File: src/rtl/regfile_wb_sched_pkg.sv
// Shared types and constants for the register-file write-back scheduler.
package rf_sched_pkg;

  localparam int RF_DEPTH        = 32;
  localparam int RF_BANKS        = 2;
  localparam int RF_SWEEP_CYCLES = 16;
  localparam int RF_AW           = 5;
  localparam int RF_WIDTH        = 32;

  typedef struct packed {
    logic [RF_AW-1:0]    addr;
    logic [RF_WIDTH-1:0] data;
  } wb_req_t;

  typedef enum logic [1:0] {
    INIT = 2'd0,
    RUN  = 2'd1,
    HOLD = 2'd2
  } sched_state_e;

  // A write to r0 is swallowed when zero-register dropping is enabled.
  function automatic logic wr_dropped(input logic zero_drop, input logic [RF_AW-1:0] addr);
    return zero_drop && (addr == 5'd0);
  endfunction

endpackage

File: src/rtl/regfile_wb_sched_clear_seq.sv
// Post-reset clear-sweep counter; present only with REGFILE_WB_SCHED_CLEAR_SWEEP_EN.
`ifdef REGFILE_WB_SCHED_CLEAR_SWEEP_EN
module rf_clear_seq
  import rf_sched_pkg::*;
(
  input  logic       clk,
  input  logic       rst_n,
  input  logic       en_i,
  output logic [3:0] cnt_o,
  output logic       last_o,
  output logic       done_o
);

  logic [3:0] cnt_q, cnt_d;
  logic       done_q, done_d;

  always_comb begin
    cnt_d  = cnt_q;
    done_d = done_q;
    if (en_i && !done_q) begin
      cnt_d = cnt_q + 4'd1;
      if (cnt_q == 4'(RF_SWEEP_CYCLES - 1)) begin
        done_d = 1'b1;
      end else begin
        done_d = 1'b0;
      end
    end else begin
      cnt_d  = cnt_q;
      done_d = done_q;
    end
  end

  always_ff @(posedge clk or negedge rst_n) begin
    if (!rst_n) begin
      cnt_q  <= 4'd0;
      done_q <= 1'b0;
    end else begin
      cnt_q  <= cnt_d;
      done_q <= done_d;
    end
  end

  assign cnt_o  = cnt_q;
  assign last_o = (cnt_q == 4'(RF_SWEEP_CYCLES - 1));
  assign done_o = done_q;

endmodule
`endif

File: src/rtl/regfile_wb_sched.sv
// Write-back scheduler for a 2-bank register file: splits bank conflicts, merges same-address pairs.
// Optional clear sweep after reset is enabled by REGFILE_WB_SCHED_CLEAR_SWEEP_EN.
module regfile_wb_sched
  import rf_sched_pkg::*;
#(
  parameter int WIDTH         = 32,
  parameter bit ZERO_REG_DROP = 1'b1
) (
  input  logic             clk,
  input  logic             rst_n,
  input  logic             wb0_valid_i,
  output logic             wb0_ready_o,
  input  logic [4:0]       wb0_addr_i,
  input  logic [WIDTH-1:0] wb0_data_i,
  input  logic             wb1_valid_i,
  output logic             wb1_ready_o,
  input  logic [4:0]       wb1_addr_i,
  input  logic [WIDTH-1:0] wb1_data_i,
  output logic             rf_we0_o,
  output logic             rf_we1_o,
  output logic [4:0]       rf_wa0_o,
  output logic [4:0]       rf_wa1_o,
  output logic [WIDTH-1:0] rf_wd0_o,
  output logic [WIDTH-1:0] rf_wd1_o,
  output logic             hold_valid_o,
  output logic [4:0]       hold_addr_o,
  output logic             init_done_o
);

  sched_state_e     state_q, state_d;
  logic             we0_q, we0_d, we1_q, we1_d;
  logic [4:0]       wa0_q, wa0_d, wa1_q, wa1_d;
  logic [WIDTH-1:0] wd0_q, wd0_d, wd1_q, wd1_d;
  logic             hold_valid_q, hold_valid_d;
  logic [4:0]       hold_addr_q, hold_addr_d;
  logic [WIDTH-1:0] hold_data_q, hold_data_d;

  logic acc0_s, acc1_s, drop0_s, drop1_s, same_addr_s, same_bank_s, split_s;

`ifdef REGFILE_WB_SCHED_CLEAR_SWEEP_EN
  localparam sched_state_e RESET_STATE = INIT;
  logic [3:0] sweep_cnt_s;
  logic       sweep_last_s;
  logic       sweep_done_s;

  rf_clear_seq u_clear_seq (
    .clk    (clk),
    .rst_n  (rst_n),
    .en_i   (state_q == INIT),
    .cnt_o  (sweep_cnt_s),
    .last_o (sweep_last_s),
    .done_o (sweep_done_s)
  );

  assign init_done_o = sweep_done_s;
`else
  localparam sched_state_e RESET_STATE = RUN;
  assign init_done_o = 1'b1;
`endif

  assign wb0_ready_o = (state_q == RUN);
  assign wb1_ready_o = (state_q == RUN);

  assign acc0_s      = wb0_valid_i && (state_q == RUN);
  assign acc1_s      = wb1_valid_i && (state_q == RUN);
  assign drop0_s     = wr_dropped(ZERO_REG_DROP, wb0_addr_i);
  assign drop1_s     = wr_dropped(ZERO_REG_DROP, wb1_addr_i);
  assign same_addr_s = (wb0_addr_i == wb1_addr_i);
  assign same_bank_s = (wb0_addr_i[0] == wb1_addr_i[0]);
  // A dropped r0 write from wb0 frees port 0, so no deferral is needed.
  assign split_s     = acc0_s && acc1_s && same_bank_s && !same_addr_s && !drop0_s;

  always_comb begin
    state_d = state_q;
    case (state_q)
      INIT: begin
`ifdef REGFILE_WB_SCHED_CLEAR_SWEEP_EN
        if (sweep_last_s) begin
          state_d = RUN;
        end else begin
          state_d = INIT;
        end
`else
        state_d = RUN;
`endif
      end
      RUN: begin
        if (split_s) begin
          state_d = HOLD;
        end else begin
          state_d = RUN;
        end
      end
      HOLD:    state_d = RUN;
      default: state_d = RESET_STATE;
    endcase
  end

  always_comb begin
    we0_d        = 1'b0;
    we1_d        = 1'b0;
    wa0_d        = wa0_q;
    wa1_d        = wa1_q;
    wd0_d        = wd0_q;
    wd1_d        = wd1_q;
    hold_valid_d = 1'b0;
    hold_addr_d  = hold_addr_q;
    hold_data_d  = hold_data_q;
    case (state_q)
      INIT: begin
`ifdef REGFILE_WB_SCHED_CLEAR_SWEEP_EN
        we0_d = 1'b1;
        wa0_d = {sweep_cnt_s, 1'b0};
        wd0_d = {WIDTH{1'b0}};
        we1_d = 1'b1;
        wa1_d = {sweep_cnt_s, 1'b1};
        wd1_d = {WIDTH{1'b0}};
`endif
      end
      RUN: begin
        if (acc0_s && acc1_s) begin
          if (same_addr_s || (same_bank_s && drop0_s)) begin
            we0_d = !drop1_s;
            wa0_d = wb1_addr_i;
            wd0_d = wb1_data_i;
          end else if (!same_bank_s) begin
            we0_d = !drop0_s;
            wa0_d = wb0_addr_i;
            wd0_d = wb0_data_i;
            we1_d = !drop1_s;
            wa1_d = wb1_addr_i;
            wd1_d = wb1_data_i;
          end else begin
            we0_d        = 1'b1;
            wa0_d        = wb0_addr_i;
            wd0_d        = wb0_data_i;
            hold_valid_d = 1'b1;
            hold_addr_d  = wb1_addr_i;
            hold_data_d  = wb1_data_i;
          end
        end else if (acc0_s) begin
          we0_d = !drop0_s;
          wa0_d = wb0_addr_i;
          wd0_d = wb0_data_i;
        end else if (acc1_s) begin
          we0_d = !drop1_s;
          wa0_d = wb1_addr_i;
          wd0_d = wb1_data_i;
        end else begin
          we0_d = 1'b0;
        end
      end
      HOLD: begin
        we0_d = !wr_dropped(ZERO_REG_DROP, hold_addr_q);
        wa0_d = hold_addr_q;
        wd0_d = hold_data_q;
      end
      default: begin
        we0_d = 1'b0;
      end
    endcase
  end

  always_ff @(posedge clk or negedge rst_n) begin
    if (!rst_n) begin
      state_q      <= RESET_STATE;
      we0_q        <= 1'b0;
      we1_q        <= 1'b0;
      wa0_q        <= 5'd0;
      wa1_q        <= 5'd0;
      wd0_q        <= {WIDTH{1'b0}};
      wd1_q        <= {WIDTH{1'b0}};
      hold_valid_q <= 1'b0;
      hold_addr_q  <= 5'd0;
      hold_data_q  <= {WIDTH{1'b0}};
    end else begin
      state_q      <= state_d;
      we0_q        <= we0_d;
      we1_q        <= we1_d;
      wa0_q        <= wa0_d;
      wa1_q        <= wa1_d;
      wd0_q        <= wd0_d;
      wd1_q        <= wd1_d;
      hold_valid_q <= hold_valid_d;
      hold_addr_q  <= hold_addr_d;
      hold_data_q  <= hold_data_d;
    end
  end

  assign rf_we0_o     = we0_q;
  assign rf_we1_o     = we1_q;
  assign rf_wa0_o     = wa0_q;
  assign rf_wa1_o     = wa1_q;
  assign rf_wd0_o     = wd0_q;
  assign rf_wd1_o     = wd1_q;
  assign hold_valid_o = hold_valid_q;
  assign hold_addr_o  = hold_addr_q;

endmodule

File: config.mk
export PLATFORM = sky130hd
export DESIGN_NAME = regfile_wb_sched
export DESIGN_NICKNAME = d
export VERILOG_FILES = /design/src/rtl/regfile_wb_sched_pkg.sv /design/src/rtl/regfile_wb_sched_clear_seq.sv /design/src/rtl/regfile_wb_sched.sv
export SDC_FILE = /design/constraint.sdc
export NUM_CORES = 1
export LEC_CHECK = 0
export CORE_MARGIN = 2
export CORE_UTILIZATION = 51
export CTS_CLUSTER_DIAMETER = 80
export CTS_CLUSTER_SIZE = 40
export DETAILED_ROUTE_END_ITERATION = 10
export PLACE_DENSITY = 0.9
export SYNTH_ARGS = -nofsm -noshare
export SYNTH_HDL_FRONTEND = slang
export SYNTH_HIERARCHICAL = 1
export SYNTH_SLANG_ARGS = --single-unit
File: constraint.sdc
create_clock -name clk -period 3.3 [get_ports clk]
set_input_delay 0.33 -clock clk [delete_from_list [all_inputs] [get_ports clk]]
set_output_delay 0.33 -clock clk [all_outputs]
set_load 0.005 [all_outputs]
==> reports/results.ini, run 1 <==
[logic_synthesis]
yosysWarningCount = 6
synth-seq-area-share_pct = 53.8
syn_area_um2 = 5400
syn_area_per_cell_um2 = 11.9
postSynth.asyncResetShare_pct = 100
ys_types = 34
synth_seq_cells = 116
synth_cells = 452
syn-num-nets = 532
synthFlopType = dfrtp_1
synth_edf_count = 0

[sta]
setup_viol = 0
skew_ps = 7.34
max_freq_ghz = 0.412
holdWs_ps = -14.7
post-route-min-period_ps = 2430
hold_viol = 21
worstMarginPinSlew_ps = 1110
tns_ps = 0
slew_headroom_pct = 25.9
rsz0062_at_grt = false
drv_slew = 0
fin_crit_sh_pct = 73.6

[setup_path]
r2r_start = state_q[0]
reg2reg_slack_ps = 870
reg2reg_to = rf_wa1_o[1]
critPathMaxFanout = 26
worstSetupEndpointType = flip-flop
worst_ep_arrival_time_ps = 2810
cp.required_ps = 3680
cp-startpoint = state_q[0]
start_kind = flip-flop
worstSetupPathType = flip-flop to flip-flop
worst_r2r_path_depth = 5

[routing]
wl_mm = 14.6
drt_iter0_drc = 306
route.detailed.drc = 0
dr.pass1.iters = 4
ant_nets = 0
via_count = 4367
vias_per_cell = 5.78
wl_per_cell_um = 19.3

[cts]
clockRootBuffer = clkbuf_8
cts_buffer_depth = 2
cts_made_buffers = 17
cts-resized-gates = 0
clock-sinks = 116
cts_setup_buffers = 0
cts_tree = built
clk_latency_ps = 500
cts_hold_buf = 0
clk_pin_slew_ps = 60
cts-htree-levels = 4

[placement]
dpl.hpwl_mm = 9.50
port_buffers = 161
gp_congestion = 0.929
place_area_um2 = 7090

[finish]
n_fill_cell = 678
diodes = 0
final_cell_mix = 160 x clkdlybuf4s50_1, 115 x dfrtp_1, 75 x a21oi_1
syn_to_final_growth_pct = 41.6
final_common_cell = clkdlybuf4s50_1
drive_gt1_share_pct = 19.1
final_area_um2 = 7640
fin_nets = 687
multi_input_area_um2 = 2280
seqCellArea_um2 = 2900

[grt]
track_usage_pct = 26.9
antenna_found_initial = 0
first_global_vias = 4673
grt_max_degree = 78
grt-ovfl-total = 0
grt_pass1_wl_mm = 23.9

[outcome]
status = finished with violations
violations = negative hold slack

[power_and_ir_drop]
power.density_nw_per_um2 = 667
power.total_w = 0.00510
p_leak_nw = 3.21
ir_drop_mv = 0.348

[hold_path]
min_path_type = input pin to asynchronous set/reset pin

[flow_run]
maxCapViolCount = 0

[die]
die_h_um = 107
die_w_um = 107
ios = 163
initial_utilization_pct = 52.3
std_cell_rows = 37
core_area_um2 = 10300
dieArea_um2 = 11400

-- cell usage after synthesis (5+ instances only) --
cell type / count / area share, %
dfrtp_1: 115 / 53
a21oi_1: 76 / 7.0
mux2_2: 71 / 15
o21ai_0: 38 / 3.5
mux2i_1: 36 / 6.7
nand3b_1: 35 / 4.9
clkbuf_1: 18 / 1.3
inv_1: 7 / 0.49
nor2_1: 7 / 0.49
nand2_1: 6 / 0.42
buf_2: 5 / 0.46
buf_4: 5 / 0.70
-- stage by stage --
stage               util (%)  worst slack [ps]  cells
detailed placement      68.7               829    724
CTS                     74.0               850    755
global placement        68.7               912    724
floorplan                  -              1360    452
finish                  74.0               871    755
global route            74.0               696    755
-- worst max-delay path by stage --
stage | to
after floorplan | rf_wa1_o[3]
after global placement | hold_data_q[17]
after detailed placement | hold_data_q[10]
after CTS | rf_wd1_o[9]
after global routing | rf_wd1_o[13]
final | rf_wa1_o[1]
-- routing by layer --
metal  track usage (%)  routed length, um
met2              45.5               7470
met1              32.9               5830
met5                 0                  0
met4              9.65                310
met3              7.90                992
-- final cells by class --
cell class              instances  share of cell area [%]
repair buffers                169                    22.3
multi-input cells             296                    29.9
clock inverters                 9                    1.03
inverters                       7                   0.344
well taps                     136                    2.23
flip-flops and latches        116                    38.0
clock buffers                  22                    6.19
-- sequential cells by signal (all words and copies together), names as in the netlist --
signal        flops
rf_wd0_o         32
hold_valid_o      1
rf_we0_o          1
hold_addr_o       5
rf_we1_o          1
rf_wd1_o         32
rf_wa1_o          5
rf_wa0_o          5
state_q           2
hold_data_q      32
-- report_power, final --
part | leakage, nW | switching [W] | internal, W
registers | 1.38 | 0.000238 | 0.00180
clock network | 0.272 | 0.000619 | 0.00107
logic | 1.56 | 0.000497 | 0.000875
-- logic make-up after synthesis --
family                   count (synthesis)  synth area share [%]
AO/OA/AOI/OAI                          119                  11.3
flip-flops                             116                  53.8
multiplexers                           109                  21.9
AND/OR/NAND/NOR                         60                  7.21
buffers and inverters                   40                  4.29
XOR/XNOR                                 5                 0.950
adder cells (fa/ha/maj)                  2                 0.463
other                                    1                0.0695
-- critical path: stages (launching register included) --
cell and delay, ps:
dfstp_2 530, ha_1 380, nand3_1 230, nor2_4 350, buf_4 430, mux2_2 380
Note: power is estimated with default switching activity, not from simulation.
==> inputs of run 2 (changes only) <==
--- a/config.mk
+++ b/config.mk
@@ -6,11 +6,11 @@
 export NUM_CORES = 1
 export LEC_CHECK = 0
 export CORE_MARGIN = 2
-export CORE_UTILIZATION = 51
+export CORE_UTILIZATION = 43
 export CTS_CLUSTER_DIAMETER = 80
 export CTS_CLUSTER_SIZE = 40
 export DETAILED_ROUTE_END_ITERATION = 10
-export PLACE_DENSITY = 0.9
+export PLACE_DENSITY = 0.81
 export SYNTH_ARGS = -nofsm -noshare
 export SYNTH_HDL_FRONTEND = slang
 export SYNTH_HIERARCHICAL = 1
==> constraint.sdc (replaced) <==
create_clock -name clk -period 2.2 [get_ports clk]
set_input_delay 0.22 -clock clk [delete_from_list [all_inputs] [get_ports clk]]
set_output_delay 0.22 -clock clk [all_outputs]
set_load 0.005 [all_outputs]
==> reports/results.ini, run 2 (synthesis results as in run 1) <==
[setup_path]
worstSetupPathType = flip-flop to flip-flop
worst_ep_arrival_time_ps = 2320
critPathMaxFanout = 12
cp_slowest_cell = dfstp_2
cp.required_ps = 2480
worst-path-buf-inv = 1
max_stage_delay_ps = 530
worstSetupEndpointType = flip-flop
start_kind = flip-flop
crit_chain = ha_1 > nand2_1 > a41oi_1 > o21ai_4 > buf_12 > mux2i_1 > a21oi_1
cp_top_family = compound AO/OA/AOI/OAI gates

[sta]
rsz0062_at_grt = false
slew_headroom_pct = 57.6
max_freq_ghz = 0.489
hold_viol = 0
tns_ps = 0
skew_ps = 5.79
setup_viol = 0
drv_slew = 0
fin_crit_sh_pct = 93.0
worstMarginPinSlew_ps = 636
post-route-min-period_ps = 2050

[cts]
cts-htree-levels = 4
clock-sinks = 116
cts_made_buffers = 17
cts_buffer_depth = 2
cts_tree = built
cts_setup_buffers = 0
clk_pin_slew_ps = 50
clk_latency_ps = 410
clockRootBuffer = clkbuf_16

[die]
dieArea_um2 = 13500
core_area_um2 = 12100
die_w_um = 116
die_h_um = 116
ios = 163
initial_utilization_pct = 44.6
std_cell_rows = 40

[grt]
top_usage_layer = met2
met3_usage_pct = 5.23
grt-ovfl-total = 0
antenna_found_initial = 0
grt_util_met2_pct = 38.3
grt_max_degree = 60
grt_pass1_wl_mm = 23.5
first_global_vias = 4673
track_usage_pct = 22.8
use_met1_pct = 27.9

[placement]
place_inst = 769
dpl.hpwl_mm = 10.3
port_buffers = 161
gp_congestion = 0.872

[routing]
drt_iter0_drc = 201
via_count = 4294
ant_nets = 0
vias_per_cell = 5.36
dr.pass1.iters = 4
wl_per_cell_um = 18.2
route.detailed.drc = 0
wl_mm = 14.6

[finish]
fin_util_pct = 64.9
fin_nets = 701
diodes = 0
syn_to_final_growth_pct = 45.5
n_fill_cell = 941
final_cell_mix = 160 x clkdlybuf4s50_1, 115 x dfrtp_1, 75 x a21oi_1
stdcell_count = 801
final_common_cell = clkdlybuf4s50_1
drive_gt1_share_pct = 20.5

[outcome]
status = complete, no violations

[power_and_ir_drop]
ir_drop_mv = 0.579
power.density_nw_per_um2 = 989
p_leak_nw = 3.30

[hold_path]
min_path_type = input pin to asynchronous set/reset pin

[flow_run]
maxCapViolCount = 0

-- run 2: cell count changes in the layout (fill, tap and decap cells not counted) --
cell           previous run  this run
buf_12                    3         7
buf_4                     6        15
bufinv_16                 1         2
clkbuf_1                  1         2
clkbuf_16                16        17
clkbuf_8                  5         2
clkinv_4                  1         0
clkinvlp_4                2         3
dlygate4sd3_1             0         1
-- run 2: report_power, final --
group	internal [W]	switching (W)	leakage, nW	total, W
clock network	0.00171	0.000914	0.274	0.00262
logic	0.00135	0.000749	1.64	0.00210
registers	0.00270	0.000347	1.38	0.00305
-- run 2: cell type report --
type	instances	area [um2]	area share (%)
clock buffers	21	460	5.86
clock inverters	10	108	1.37
inverters	7	26.3	0.334
multi-input cells	296	2280	29.1
flip-flops and latches	116	2900	37.0
well taps	168	210	2.68
repair buffers	183	1860	23.7
-- run 2: through the flow --
step | setup WS [ps] | cell area (um2) | power (W) | hold slack [ps]
6_report | 153 | 7860 | 0.00777 | 228
3_3_place_gp | 115 | 7280 | 0.00507 | 106
5_1_grt | 39.8 | 7860 | 0.00816 | 250
4_1_cts | 156 | 7860 | 0.00785 | 215
2_1_floorplan | 259 | 5400 | 0.00389 | -75.6
3_5_place_dp | 35.2 | 7280 | 0.00519 | 111
-- run 2: path summary, 6_finish.rpt --
| path | start | end | slack, ps | cells after the start |
|---|---|---|---|---|
| setup / recovery | state_q[0] | rf_wd0_o[2] | 150 | 7 |
| hold / removal | rst_n | rf_wd1_o[23] | 230 | 2 |
| setup reg to reg | state_q[0] | rf_wd0_o[2] | 150 | 7 |
| hold reg to reg | hold_data_q[20] | hold_data_q[20] | 500 | 1 |
| max in group asynchronous | rst_n | state_q[0] | 1340 | 3 |
| min in group clk | wb0_data_i[16] | rf_wd0_o[16] | 450 | 3 |
-- run 2: timing repair --
action	in CTS	in global routing
hold buffers	1	0
gates resized for setup	0	0
endpoints found under the hold margin	57	0
-- run 2: metal layers --
metal,vias up,share of wire (%)
met4,0,1.0
met3,10,5.7
met2,143,53
met1,2169,41
met5,-,0
li1,1972,-
